### src/rtl/gray_counter_n.sv
// gray_counter_n
//   Up/down Gray-code counter. The count lives in binary (bin_q) and the Gray
//   output is registered alongside it, so Output is glitch-free and adjacent
//   values differ in exactly one bit. Boundary events (up step from all-ones,
//   down step from zero) set sticky Overflow/Underflow flags and pulse Wrap.
//
//   Configuration:
//     GRAY_SATURATE_EN  defined   -> counter holds at the boundary instead of
//                                    wrapping (flags and Wrap still fire).
//                       undefined -> counter wraps modulo 2^WIDTH.
//
//   Parameters:
//     WIDTH  counter width in bits (2..16)
//     INIT   binary count loaded at reset and at power-up
//
//   Ports:
//     Clk        in   clock, rising edge
//     Reset      in   synchronous, active-high reset
//     En         in   count enable
//     Dir        in   1 = up, 0 = down
//     Load       in   load strobe (beats En)
//     LoadVal    in   Gray-coded load value
//     ClrFlag    in   clear sticky flags (a same-edge boundary event wins)
//     Output     out  registered Gray count
//     Binary     out  combinational binary decode of Output
//     Overflow   out  sticky top-event flag
//     Underflow  out  sticky bottom-event flag
//     Wrap       out  one-cycle pulse on a boundary event
module gray_counter_n #(
  parameter int WIDTH = 3,
  parameter int INIT  = 0
) (
  input  logic             Clk,
  input  logic             Reset,
  input  logic             En,
  input  logic             Dir,
  input  logic             Load,
  input  logic [WIDTH-1:0] LoadVal,
  input  logic             ClrFlag,
  output logic [WIDTH-1:0] Output,
  output logic [WIDTH-1:0] Binary,
  output logic             Overflow,
  output logic             Underflow,
  output logic             Wrap
);

  localparam logic [WIDTH-1:0] BIN_MAX  = {WIDTH{1'b1}};
  localparam logic [WIDTH-1:0] INIT_BIN = WIDTH'(INIT);
  localparam logic [WIDTH-1:0] INIT_GRY = INIT_BIN ^ (INIT_BIN >> 1);

  function automatic logic [WIDTH-1:0] gray2bin(input logic [WIDTH-1:0] g);
    logic [WIDTH-1:0] b;
    b = '0;
    b[WIDTH-1] = g[WIDTH-1];
    for (int i = WIDTH - 2; i >= 0; i--) b[i] = b[i+1] ^ g[i];
    return b;
  endfunction

  // Declaration initialisers give the post-reset values at power-up.
  logic [WIDTH-1:0] bin_q  = INIT_BIN;
  logic [WIDTH-1:0] gray_q = INIT_GRY;
  logic             ovf_q  = 1'b0;
  logic             unf_q  = 1'b0;
  logic             wrap_q = 1'b0;

  logic [WIDTH-1:0] bin_d;
  logic             ovf_d, unf_d, wrap_d;

  always_comb begin
    bin_d  = bin_q;
    ovf_d  = ovf_q;
    unf_d  = unf_q;
    wrap_d = 1'b0;
    // Clear first so a boundary event below can re-set its own flag.
    if (ClrFlag) begin
      ovf_d = 1'b0;
      unf_d = 1'b0;
    end
    if (Load) begin
      bin_d = gray2bin(LoadVal);
    end else if (En) begin
      if (Dir) begin
        if (bin_q == BIN_MAX) begin
          ovf_d  = 1'b1;
          wrap_d = 1'b1;
`ifdef GRAY_SATURATE_EN
          bin_d  = BIN_MAX;
`else
          bin_d  = '0;
`endif
        end else begin
          bin_d = bin_q + 1'b1;
        end
      end else begin
        if (bin_q == '0) begin
          unf_d  = 1'b1;
          wrap_d = 1'b1;
`ifdef GRAY_SATURATE_EN
          bin_d  = '0;
`else
          bin_d  = BIN_MAX;
`endif
        end else begin
          bin_d = bin_q - 1'b1;
        end
      end
    end
  end

  always_ff @(posedge Clk) begin
    if (Reset) begin
      bin_q  <= INIT_BIN;
      gray_q <= INIT_GRY;
      ovf_q  <= 1'b0;
      unf_q  <= 1'b0;
      wrap_q <= 1'b0;
    end else begin
      bin_q  <= bin_d;
      gray_q <= bin_d ^ (bin_d >> 1);
      ovf_q  <= ovf_d;
      unf_q  <= unf_d;
      wrap_q <= wrap_d;
    end
  end

  assign Output    = gray_q;
  assign Binary    = gray2bin(gray_q);
  assign Overflow  = ovf_q;
  assign Underflow = unf_q;
  assign Wrap      = wrap_q;

endmodule

### config.mk
export PLATFORM = sky130hd
export DESIGN_NAME = gray_counter_n
export DESIGN_NICKNAME = d
export VERILOG_FILES = /design/src/rtl/gray_counter_n.sv
export SDC_FILE = /design/constraint.sdc
export NUM_CORES = 1
export LEC_CHECK = 0
export BUFFER_PORTS_ARGS = -buffer_cell sky130_fd_sc_hd__buf_2
export CAP_MARGIN = 20
export CORE_AREA = 10 10 47 49
export CTS_BUF_LIST = sky130_fd_sc_hd__clkbuf_8
export DETAILED_ROUTE_END_ITERATION = 8
export DIE_AREA = 0 0 57 59
export GPL_TIMING_DRIVEN = 0
export PLACE_DENSITY_LB_ADDON = 0.2
export SYNTH_ARGS = -nofsm -noshare
export SYNTH_HDL_FRONTEND = slang
export SYNTH_SLANG_ARGS = --single-unit
### constraint.sdc
create_clock -name Clk -period 2 [get_ports Clk]
set_clock_uncertainty 0.2 [all_clocks]
set_input_delay 0.2 -clock Clk [delete_from_list [all_inputs] [get_ports Clk]]
set_output_delay 0.2 -clock Clk [all_outputs]
set_load 0.05 [all_outputs]
; ---- Yosys cells after proc, flatten, opt, wreduce, memory -nomap -nowiden
; Cells that the tools add are included.
[totals]
elab_cells = 34
input_bits = 9
out_inout_bits = 9
regBits = 9
[op_classes]
eq_ne = 1
n_mux = 18
n_bitwise = 6
add_sub_neg = 2
n_reduce_logical = 2
[ops]
columns = op, n
row1 = 3-bit two-way mux, 5
row2 = 1-bit two-way mux, 13
row3 = 1-bit bitwise XOR, 4
row4 = 3-bit by 1-bit adder with 3-bit output (second input constant), 1
row5 = 3-bit == test (second input constant), 1
row6 = 3-bit zero test, 1
row7 = 3-bit OR reduction, 1
row8 = 3-bit by 1-bit subtractor with 3-bit output (second input constant), 1
row9 = 3-bit by 2-bit bitwise XOR with 3-bit output, 1
row10 = 1-bit NOT, 1

; ---- Longest topological paths before layout
[logic_depth]
depth_word = 6
ltp_mapped = 7

; ---- Least setup slack after synthesis
; OpenSTA, ideal clock, no wires.
[synth_timing]
kind = flip-flop to output port
startpoint = register gray_q[1], in the netlist Output[1]
endpoint = output Binary[0]
slack_ns = -0.721
arrival_ns = 2.321
stages_incl_launch_ff = 3
n_path_buf = 0
path_cell_list = dfxtp_1 > xor2_1 > xor2_1
[synth_via]
elab_chain_cells = 2
[synth_rtl]
columns = element, line_no
row1 = start: declaration, 61  ; logic [WIDTH-1:0] gray_q = INIT_GRY;
row2 = start signal: assignment, 119  ; gray_q <= bin_d ^ (bin_d >> 1);
row3 = 1-bit bitwise XOR, 55  ; for (int i = WIDTH - 2; i >= 0; i--) b[i] = b[i+1] ^ g[i];
row4 = via Binary[1], 41  ; output logic [WIDTH-1:0] Binary,
row5 = 1-bit bitwise XOR, 55
row6 = end: declaration, 41
; The timed path passes the listed nets, and every way through them passes these cells.

; ---- Final worst setup path
[layout_timing]
startpoint = register bin_q[0]
endpoint = register gray_q[0], in the netlist Output[0]
[layout_via]
elab_chain_cells = 6
word_cells_on_any_way = 10
[layout_rtl]
columns = element, line_no
row1 = start: declaration, 60  ; logic [WIDTH-1:0] bin_q = INIT_BIN;
row2 = start signal: assignment, 118  ; bin_q <= bin_d;
row3 = 3-bit by 1-bit subtractor with 3-bit output (tied with other cells), 104  ; bin_d = bin_q - 1'b1;
row4 = 3-bit two-way mux (on tied branches), "95, 83"
row5 = 3-bit two-way mux, 82  ; if (Dir) begin
row6 = 3-bit two-way mux *, 81  ; end else if (En) begin
row7 = 3-bit two-way mux *, 79  ; if (Load) begin
row8 = 3-bit by 2-bit bitwise XOR with 3-bit output *, 119
; Mark *: on every way between the ends. The rest lies on a longest branch, timed or not.
; A chain may end at the register's enable or synchronous reset.

==> flow_summary_export.csv <==
group,metric,value,unit
route,vias,450,
global_route,grt_max_degree,10,
logic_synthesis,synthTopCellsByArea,"dfxtp_1, ha_1, xor2_1",
global_route,antenna_found_initial,0,
cells_and_area,area_growth,40.5,%
critical_path,cp.required,1900,ps
die,initial_core_util,0.357,
global_route,grt_usage,0.0678,
placement,gp_congestion,0.769,
logic_synthesis,seq_area_frac_synth,0.320,
cells_and_area,fillers,149,
worst_hold_path,min_path_cells,4,
status,status,"finished clean",
cells_and_area,nets,93,
logic_synthesis,synth_edf_count,0,
logic_synthesis,synth_area,500,µm²
die,die_h,59,µm
logic_synthesis,synth_warnings,0,
cells_and_area,register_area,163,µm²
clock_network,cts.clk_slew.worst_paths,40,ps
route,firstDrtPassIters,4,
global_route,grt.overflow.total,0,
clock_network,htree_levels,1,
worst_hold_path,min_from,"ClrFlag",
clock_network,clock_path_buffers,2,
logic_synthesis,syn-num-nets,71,
critical_path,critPathArrivalTime,1770,ps
logic_synthesis,synth_area_leader_cell,"dfxtp_1",
critical_path,crit_type,"reg -> reg",
logic_synthesis,synth_top_area_share,0.320,
die,core_area,1400,µm²
logic_synthesis,yosys-top-cells-count,"dfxtp_1, nor2_1, inv_1, nand2_1",
cells_and_area,layout.cells.non_filler,94,
die,io_pins,18,
timing,hold_viol,0,
cells_and_area,drive_gt1_frac,0.436,
critical_path,cpPeakStageDelay,400,ps
timing,finalCriticalPeriod,1870,ps
timing,worst_slew_pin_slew,322,ps
critical_path,crit_fanout,4,
logic_synthesis,async_flop_share,0,
power_and_ir_drop,powerDensity,867,nW/µm²
timing,post-route-period-util,0.937,
critical_path,r2r-end,"Output[0]",
route,wl_per_cell,11.3,µm
route,drcViolationCount,0,
logic_synthesis,synthDistinctLibCells,22,
logic_synthesis,synth_mux_area_frac,0,
timing,fin_setup_tns,0,ps
route,dr.first_iter.drc_count,6,
clock_network,clkLatencyLatePin,220,ps
flow_run,maxCapViolCount,0,
worst_hold_path,hold_end,"Overflow",
clock_network,cts_made_buffers,3,
logic_synthesis,synth-seq-cells,8,
critical_path,cp-start-kind,"register",
logic_synthesis,synth_compound_area_frac,0.187,
logic_synthesis,synthFlopType,"dfxtp_1",
cells_and_area,fin_area,703,µm²
clock_network,cts_sinks,8,
critical_path,r2r_setup_slack,130,ps
power_and_ir_drop,ir_drop,0.000643,V
die,die_area,3360,µm²
placement,place_inst,90,
global_route,grt_pass1_wl,1900,µm
logic_synthesis,yosys.area_share.adder,0.100,
route,postRouteAntennaNets,0,
logic_synthesis,synth_xor_area_frac,0.105,
timing,holdWs,97.2,ps
placement,port_buffers,16,
cells_and_area,multiInputGateArea,354,µm²
clock_network,cts_root_buf,"clkbuf_8",
worst_hold_path,min_path_type,"in -> reg",
route,postRouteWirelength,1060,µm
logic_synthesis,syn-instance-count,58,
critical_path,worst_r2r_startpoint,"bin_q[0]",
logic_synthesis,avgSynthCellArea,8.63,µm²
critical_path,reg2reg_depth,7,
timing,fmax,0.533,GHz
timing,slew_headroom,0.785,
logic_synthesis,yosys.area_share.simple,0.213,
die,die_x,57,µm
cells_and_area,insertedDiodeCount,0,
critical_path,cp_slowest_cell,"or3b_4",
power_and_ir_drop,p_total,610,µW
timing,setup_viol,0,
critical_path,crit_chain,"inv_2 > ha_2 > or3b_4 > a221oi_4 > o2bb2ai_2 > xnor2_1 > nor2_1",
timing,slew_viol_final,0,
global_route,grt_pass1_vias,449,
die,std_cell_rows,14,
power_and_ir_drop,p_leak,0.000327,µW
route,viasPerCell,4.79,
clock_network,cts_tree,"built",
critical_path,endpoint_kind,"register",
logic_synthesis,synth_top_family_by_area,"simple AND/OR/NAND/NOR gates",
placement,placed_area,638,µm²
timing,rsz0062_at_grt,"false",
routing by layer:
layer	GRT usage	wire length, µm	vias to the layer above
met2	0.102	482	14
met1	0.0783	492	204
li1	-	-	232
met3	0.0472	89	0
met5	0	0	-
met4	0.0101	0	0
metrics by stage:
step | utilization | worst slack, ps
2_1_floorplan | - | 74.8
3_3_place_gp | 0.455 | 104
3_5_place_dp | 0.455 | 81.9
4_1_cts | 0.485 | 71.4
5_1_grt | 0.502 | 4.99
6_report | 0.502 | 125
cell families (layout without fill, tap and decap cells):
logic type | Yosys count | in the layout
xor gates and xnor gates | 6 | 6
buffers and inverters | 8 | 28
AOI/OAI and AO/OA | 11 | 11
adders and majority gates | 4 | 4
DFF | 8 | 8
and+or+nand+nor | 21 | 21
worst max-delay path, delay by kind of cell (launching register included):
family                     cells  cell delay [ps]
AOI/OAI and AO/OA              2              360
DFF                            1              340
and+or+nand+nor                2              460
adders and majority gates      1              180
xor gates and xnor gates       1              140
buffers and inverters          1               70
how the worst max path moves through the flow:
stage / start / end / slack [ps]
after floorplan: Output[1] / Binary[0] / 70
after global routing: bin_q[0] / Output[0] / 5
final: bin_q[0] / Output[0] / 130
after global placement: bin_q[0] / Output[0] / 100
after CTS: bin_q[0] / Output[0] / 70
after detailed placement: bin_q[0] / Output[0] / 80
power by group:
part           internal [µW]  switching [µW]
clock network            130            57.3
registers                174            20.0
logic                   82.5             146
total                    387             223
placed cells by master, fill, tap and decap left out, types with 2 or more instances in the layout:
master and n:
a21oi_1 3, inv_1 3, xor2_1 2, o221ai_1 2, dfxtp_2 2, xnor2_1 2, nand2_1 5, buf_4 3
ha_1 3, xor2_4 2, buf_2 16, nand2b_1 2, nor2_1 8, dfxtp_1 6, nor2b_1 3, inv_2 2
clkbuf_8 3
final cells by class:
class | instances | share of cell area
plain buffers | 3 | 0.0267
clock buffers | 3 | 0.0587
well taps | 16 | 0.0285
repair buffers | 17 | 0.125
multi-input cells | 42 | 0.504
inverters | 5 | 0.0267
flip-flops and latches | 8 | 0.231
state kept, by name, indices dropped and copies added, names as in the netlist:
register and flops:
bin_q 3, Underflow 1, Wrap 1, Overflow 1, Output 2
what timing repair did:
| item | CTS | global route |
|---|---|---|
| hold buffers | 0 | 0 |
| setup endpoints to repair | 0 | 2 |
| setup buffers | 0 | 1 |
| gates resized for setup | 0 | 6 |
(Power assumes the default switching activity.)
